**src/rtl/risc_mem_pkg.sv**
```systemverilog
// risc_mem_pkg
//   Shared types and constants for the unified-memory arbitration logic.
//   - DATA_W / ADDR_W : default memory data and address widths
//   - owner_e         : identifies which requester owns (or wins) the port
//   - arb_state_e     : arbiter FSM state
package risc_mem_pkg;

    localparam int DATA_W = 16;
    localparam int ADDR_W = 16;

    typedef enum logic [1:0] {
        OWN_NONE = 2'd0,
        OWN_LD   = 2'd1,
        OWN_D    = 2'd2,
        OWN_I    = 2'd3
    } owner_e;

    typedef enum logic {
        ST_IDLE = 1'b0,
        ST_BUSY = 1'b1
    } arb_state_e;

endpackage

```
**src/rtl/mem_arb_pick.sv**
```systemverilog
// mem_arb_pick
//   Combinational priority selector for a three-requester memory port.
//   Priority is loader > data > fetch, except that a starving fetch beats
//   data (never the loader). A requester named by i_exclude is ignored,
//   which lets the owner that is completing this cycle step aside while
//   its req is still high.
// Ports:
//   i_reqs    in  3        {loader, data, fetch} request bits
//   i_exclude in  owner_e  requester to ignore (OWN_NONE = nobody)
//   i_starve  in  1        fetch has waited through the allowed data streak
//   o_owner   out owner_e  winner, OWN_NONE when nothing eligible
module mem_arb_pick
    import risc_mem_pkg::*;
(
    input  logic [2:0] i_reqs,
    input  owner_e     i_exclude,
    input  logic       i_starve,
    output owner_e     o_owner
);

    logic w_ld;
    logic w_d;
    logic w_i;

    always_comb begin
        w_ld = i_reqs[2] && (i_exclude != OWN_LD);
        w_d  = i_reqs[1] && (i_exclude != OWN_D);
        w_i  = i_reqs[0] && (i_exclude != OWN_I);

        o_owner = OWN_NONE;
        if (w_ld) begin
            o_owner = OWN_LD;
        end else if (w_i && i_starve) begin
            o_owner = OWN_I;
        end else if (w_d) begin
            o_owner = OWN_D;
        end else if (w_i) begin
            o_owner = OWN_I;
        end
    end

endmodule

```
**src/rtl/mem_port_arbiter.sv**
```systemverilog
// mem_port_arbiter
//   Shares one single-port memory with fixed read latency MEM_LAT among the
//   boot/debug loader (ld_*), the Mem-stage data port (d_*) and the IF-stage
//   fetch (i_*). One access is outstanding at a time.
//
//   Handshake (all three requesters): a requester raises *_req with its
//   address/we/wdata stable and keeps them until it sees *_done. *_gnt
//   pulses in the cycle the access is put on the memory (mem_en high,
//   memory controls driven combinationally from the winner). *_done pulses
//   for exactly one cycle MEM_LAT cycles after *_gnt, with rdata carrying
//   mem_rdata in that cycle; rdata is 0 otherwise. A req dropped before its
//   grant is simply withdrawn.
//
// Ports:
//   clk, reset                 clock, asynchronous active-high reset
//   ld_req/we/addr/wdata       loader request;  ld_gnt, ld_done
//   d_req/we/addr/wdata        data request;    d_gnt, d_done
//   i_req/addr                 fetch request;   i_gnt, i_done
//   rdata                      shared read return, valid with any *_done
//   mem_en/we/addr/wdata       memory strobe and controls
//   mem_rdata                  memory read data, MEM_LAT cycles after mem_en
//   stall_if, stall_mem        pipeline stalls for fetch / data side
//   o_dbg_state                {FSM state, current owner}
module mem_port_arbiter #(
    parameter int DATA_W     = risc_mem_pkg::DATA_W,
    parameter int ADDR_W     = risc_mem_pkg::ADDR_W,
    parameter int MEM_LAT    = 2,
    parameter int STARVE_MAX = 3
) (
    input  logic              clk,
    input  logic              reset,
    input  logic              ld_req,
    input  logic              ld_we,
    input  logic [ADDR_W-1:0] ld_addr,
    input  logic [DATA_W-1:0] ld_wdata,
    output logic              ld_gnt,
    output logic              ld_done,
    input  logic              d_req,
    input  logic              d_we,
    input  logic [ADDR_W-1:0] d_addr,
    input  logic [DATA_W-1:0] d_wdata,
    output logic              d_gnt,
    output logic              d_done,
    input  logic              i_req,
    input  logic [ADDR_W-1:0] i_addr,
    output logic              i_gnt,
    output logic              i_done,
    output logic [DATA_W-1:0] rdata,
    output logic              mem_en,
    output logic              mem_we,
    output logic [ADDR_W-1:0] mem_addr,
    output logic [DATA_W-1:0] mem_wdata,
    input  logic [DATA_W-1:0] mem_rdata,
    output logic              stall_if,
    output logic              stall_mem,
    output logic [2:0]        o_dbg_state
);

    import risc_mem_pkg::*;

    localparam int          SW         = (STARVE_MAX < 1) ? 1 : $clog2(STARVE_MAX + 1);
    localparam logic [SW-1:0] STREAK_MAX = SW'(STARVE_MAX);
    localparam logic [2:0]  CNT_LOAD   = 3'(MEM_LAT);

    arb_state_e    r_state;
    owner_e        r_owner;
    logic [2:0]    r_cnt;
    logic [SW-1:0] r_streak;

    logic   w_last;
    logic   w_arb_en;
    logic   w_starve;
    owner_e w_exclude;
    owner_e w_pick;
    owner_e w_win;

    // Last BUSY cycle: the owner's data is on mem_rdata and the port can be
    // re-issued in the same cycle.
    assign w_last    = (r_state == ST_BUSY) && (r_cnt == 3'd1);
    // Gating with reset keeps mem_en low the instant reset rises, even if a
    // requester is still holding its req.
    assign w_arb_en  = !reset && ((r_state == ST_IDLE) || w_last);
    assign w_exclude = w_last ? r_owner : OWN_NONE;
    assign w_starve  = (r_streak == STREAK_MAX) && i_req;

    mem_arb_pick u_pick (
        .i_reqs    ({ld_req, d_req, i_req}),
        .i_exclude (w_exclude),
        .i_starve  (w_starve),
        .o_owner   (w_pick)
    );

    assign w_win = w_arb_en ? w_pick : OWN_NONE;

    assign ld_gnt = (w_win == OWN_LD);
    assign d_gnt  = (w_win == OWN_D);
    assign i_gnt  = (w_win == OWN_I);
    assign mem_en = (w_win != OWN_NONE);

    always_comb begin
        mem_we    = 1'b0;
        mem_addr  = '0;
        mem_wdata = '0;
        case (w_win)
            OWN_LD: begin
                mem_we    = ld_we;
                mem_addr  = ld_addr;
                mem_wdata = ld_wdata;
            end
            OWN_D: begin
                mem_we    = d_we;
                mem_addr  = d_addr;
                mem_wdata = d_wdata;
            end
            OWN_I: begin
                mem_addr  = i_addr;
            end
            default: ;
        endcase
    end

    assign ld_done = w_last && (r_owner == OWN_LD);
    assign d_done  = w_last && (r_owner == OWN_D);
    assign i_done  = w_last && (r_owner == OWN_I);
    assign rdata   = w_last ? mem_rdata : '0;

    assign stall_if    = i_req & ~i_done;
    assign stall_mem   = d_req & ~d_done;
    assign o_dbg_state = {r_state, r_owner};

    always_ff @(posedge clk or posedge reset) begin
        if (reset) begin
            r_state  <= ST_IDLE;
            r_owner  <= OWN_NONE;
            r_cnt    <= 3'd0;
            r_streak <= '0;
        end else begin
            if (w_win != OWN_NONE) begin
                r_state <= ST_BUSY;
                r_owner <= w_win;
                r_cnt   <= CNT_LOAD;
            end else if (w_last) begin
                r_state <= ST_IDLE;
                r_owner <= OWN_NONE;
                r_cnt   <= 3'd0;
            end else if (r_state == ST_BUSY) begin
                r_cnt <= r_cnt - 3'd1;
            end

            // Streak of data grants taken while fetch is waiting; loader
            // grants leave it unchanged.
            if (!i_req || (w_win == OWN_I)) begin
                r_streak <= '0;
            end else if ((w_win == OWN_D) && (r_streak != STREAK_MAX)) begin
                r_streak <= r_streak + 1'b1;
            end
        end
    end

endmodule

```
**config.mk**
```make
export PLATFORM = sky130hd
export DESIGN_NAME = mem_port_arbiter
export DESIGN_NICKNAME = d
export VERILOG_FILES = /design/src/rtl/risc_mem_pkg.sv /design/src/rtl/mem_arb_pick.sv /design/src/rtl/mem_port_arbiter.sv
export SDC_FILE = /design/constraint.sdc
export NUM_CORES = 1
export LEC_CHECK = 0
export ABC_CLOCK_PERIOD_IN_PS = 3700
export BUFFER_PORTS_ARGS = -buffer_cell sky130_fd_sc_hd__buf_2
export CAP_MARGIN = 20
export CORE_MARGIN = 10
export CORE_UTILIZATION = 33
export CTS_BUF_LIST = sky130_fd_sc_hd__clkbuf_8
export CTS_CLUSTER_DIAMETER = 30
export DETAILED_ROUTE_END_ITERATION = 7
export GPL_TIMING_DRIVEN = 1
export MAX_ROUTING_LAYER = met4
export PLACE_DENSITY = 0.83
export SYNTH_ARGS = -nofsm -noshare
export SYNTH_HDL_FRONTEND = slang
export SYNTH_HIERARCHICAL = 1
export SYNTH_SLANG_ARGS = --single-unit
```
**constraint.sdc**
```tcl
create_clock -name clk -period 3.7 [get_ports clk]
set_clock_uncertainty 0.15 [all_clocks]
set_input_delay 0.185 -clock clk [delete_from_list [all_inputs] [get_ports clk]]
set_output_delay 0.185 -clock clk [all_outputs]
set_load 0.03 [all_outputs]
```
==> results.py <==
metrics = {
    "global_route": {
        "antenna_found_initial": 0,
        "grt_pass1_vias": 1891,
        "grt_pass1_wl_mm": 9.01,
        "grt_max_degree": 21,
        "gr-total-overflow": 0,
        "grtUsageTotal_pct": 16.9,
    },
    "floorplan": {
        "core_mm2": 0.00372,
        "num_io_pins": 164,
        "initial_core_util_pct": 34.6,
        "die-area_mm2": 0.00679,
        "rows": 22,
        "die-height_um": 82.4,
        "fp.dieW_um": 82.4,
    },
    "clocking": {
        "clockBufferDepth": 2,
        "h-tree-depth": 1,
        "insertion_delay_ns": 0.23,
        "cts_root_buf": "clkbuf_8",
        "cts_tree": "yes",
        "tritoncts.num_buffers": 3,
        "clkSinkCount": 8,
        "cts_setup_buffers": 0,
        "clkTransAtPathRegs_ns": 0.04,
    },
    "sta": {
        "post-route-worst-setup-slack_ns": 0.293,
        "min_period_ns": 3.41,
        "fmax_ghz": 0.293,
        "rsz0062_at_grt": "no",
        "tns_ns": 0,
        "worstMarginPinSlew_ns": 0.432,
        "setup_viol": 0,
        "post-route-period-util_pct": 92.1,
        "hold_violations": 0,
        "slew_violations": 0,
        "relSlewSlack_pct": 71.2,
        "whs_ns": 0.147,
    },
    "synth": {
        "syn_area_per_cell_um2": 7.69,
        "syn-num-nets": 278,
        "synth_warnings": 6,
        "postSynthCellCount": 167,
        "synth-main-ff-cell": "dfrtp_1",
        "synth-seq-cells": 8,
        "synth_edf_count": 0,
        "synth_cell_types": 32,
        "netlist_area_mm2": 0.00128,
        "synthArstFlopShare_pct": 100,
        "yosysSeqAreaShare_pct": 15.6,
    },
    "pwr": {
        "vdd_drop_max_mv": 0.132,
        "p_leak_nw": 1.23,
        "p_total_mw": 0.921,
        "power_density_mw_per_mm2": 423,
    },
    "setup_path": {
        "worstRegToRegCells": 12,
        "cp_max_fo": 20,
        "arrival_ns": 3.07,
        "critPathCaptureType": "output port",
        "critPathKind": "reg -> out",
        "start_kind": "flip-flop",
        "critPathRequiredTime_ns": 3.37,
    },
    "final_layout": {
        "regArea_um2": 200,
        "fill_cells": 359,
        "nets": 433,
        "multi_input_area_um2": 993,
        "diodes": 0,
        "final_common_cell": "buf_2",
        "syn_to_final_growth_pct": 69.4,
        "mostFrequentLayoutCells": "163 x buf_2, 21 x nor2_1, 18 x nor2b_1",
        "drive_above_1_share_pct": 57.5,
        "instances_no_fill": 368,
    },
    "worst_hold_path": {
        "hold_class": "in -> reg",
        "hold_path_depth": 3,
    },
    "drt": {
        "vias": 1843,
        "drc": 0,
        "detail-route-antenna-nets": 0,
        "drt_pass1_iterations": 4,
        "wl_per_cell_um": 16.9,
        "first_iter_violations": 118,
        "viasPerCell": 5.01,
        "wl_mm": 6.23,
    },
    "placed_design": {
        "numPortBuffers": 163,
        "preCtsSetupSlack_ns": 0.153,
        "dp_hpwl_mm": 5.26,
        "place_inst": 364,
        "place_congestion": 0.816,
    },
    "status": {
        "status": "finished clean",
    },
    "run": {
        "max_cap_violations": 0,
    },
}
sequential cells by signal (all words and copies together), names as in the netlist:
| name | count |
|---|---|
| r_owner | 2 |
| r_streak | 2 |
| r_cnt | 3 |
| r_state | 1 |
worst max-delay path, cell delays in order, from the launching register on:
cell,delay (ns)
dfrtp_1,0.39
ha_1,0.23
and3b_4,0.25
and2_4,0.18
nor2b_1,0.12
o21ai_1,0.11
o221a_1,0.17
nand2b_1,0.07
a21oi_2,0.27
inv_1,0.15
ha_4,0.26
buf_4,0.21
a22oi_1,0.18
nor2b_1,0.07
buf_2,0.18
layout make-up:
| type | count | area share (%) |
|---|---|---|
| timing repair buffer | 167 | 39.0 |
| tap | 48 | 2.76 |
| clock buffer | 3 | 1.90 |
| multi-input combinational | 133 | 45.6 |
| sequential | 8 | 9.20 |
| inverter | 9 | 1.55 |
metrics by stage:
step / util, % / cell area (µm²)
after detailed placement: 56.0 / 2080
final: 58.6 / 2180
after global placement: 56.0 / 2080
after CTS: 57.4 / 2130
after floorplan: - / 1280
after global routing: 58.6 / 2180
cell families after synthesis:
logic type / count (synthesis) / share of synthesized area [%]
buf+inv: 26 / 10.6
flops: 8 / 15.6
compound gates: 44 / 27.9
simple gates: 76 / 33.5
mux: 4 / 3.89
fa+ha+maj: 8 / 7.79
xor+xnor: 1 / 0.682
synth_stat cells (3+ instances only):
cell type / count / share of area, %
a21oi_1: 4 / 1.6
a222oi_1: 16 / 12
a22oi_1: 17 / 9.9
and2_1: 17 / 8.3
buf_2: 10 / 3.9
buf_6: 3 / 2.6
clkbuf_1: 3 / 0.88
dfrtp_1: 8 / 16
ha_1: 8 / 7.8
inv_1: 8 / 2.3
nand2_1: 7 / 2.0
nand2b_1: 5 / 2.4
nor2_1: 21 / 6.1
nor2b_1: 18 / 8.8
power breakdown:
part           leakage [nW]  switching, mW  internal [mW]
sequential            0.101         0.0289          0.121
clock                0.0216         0.0369         0.0707
combinational          1.11          0.401          0.263
path summary, 6_finish.rpt:
path	from	to	slack [ns]
worst max register to register	r_cnt[0]	r_owner[0]	0.69
worst min-delay path	i_req	r_streak[0]	0.15
worst min register to register	r_cnt[1]	r_cnt[1]	0.37
max in group asynchronous	reset	r_cnt[2]	2.80
min in group asynchronous	reset	r_streak[1]	0.36
worst max-delay path	r_cnt[0]	mem_wdata[15]	0.29
what timing repair did:
item / 4_1_cts / 5_1_grt
hold buffers: 1 / 0
cloned: 0 / 0
endpoints found under the hold margin: 8 / 0
pin swaps: 0 / 1
endpoints found under the setup margin: 16 / 34
resized for setup: 1 / 8
metal layers:
metal | GRT usage (%) | vias up | wire (µm)
li1 | - | 907 | -
met1 | 17.7 | 830 | 2160
met2 | 29.9 | 104 | 3200
met3 | 6.59 | 2 | 860
met4 | 2.55 | 0 | 12
met5 | - | - | 0
Note: power is estimated with default switching activity, not from simulation.
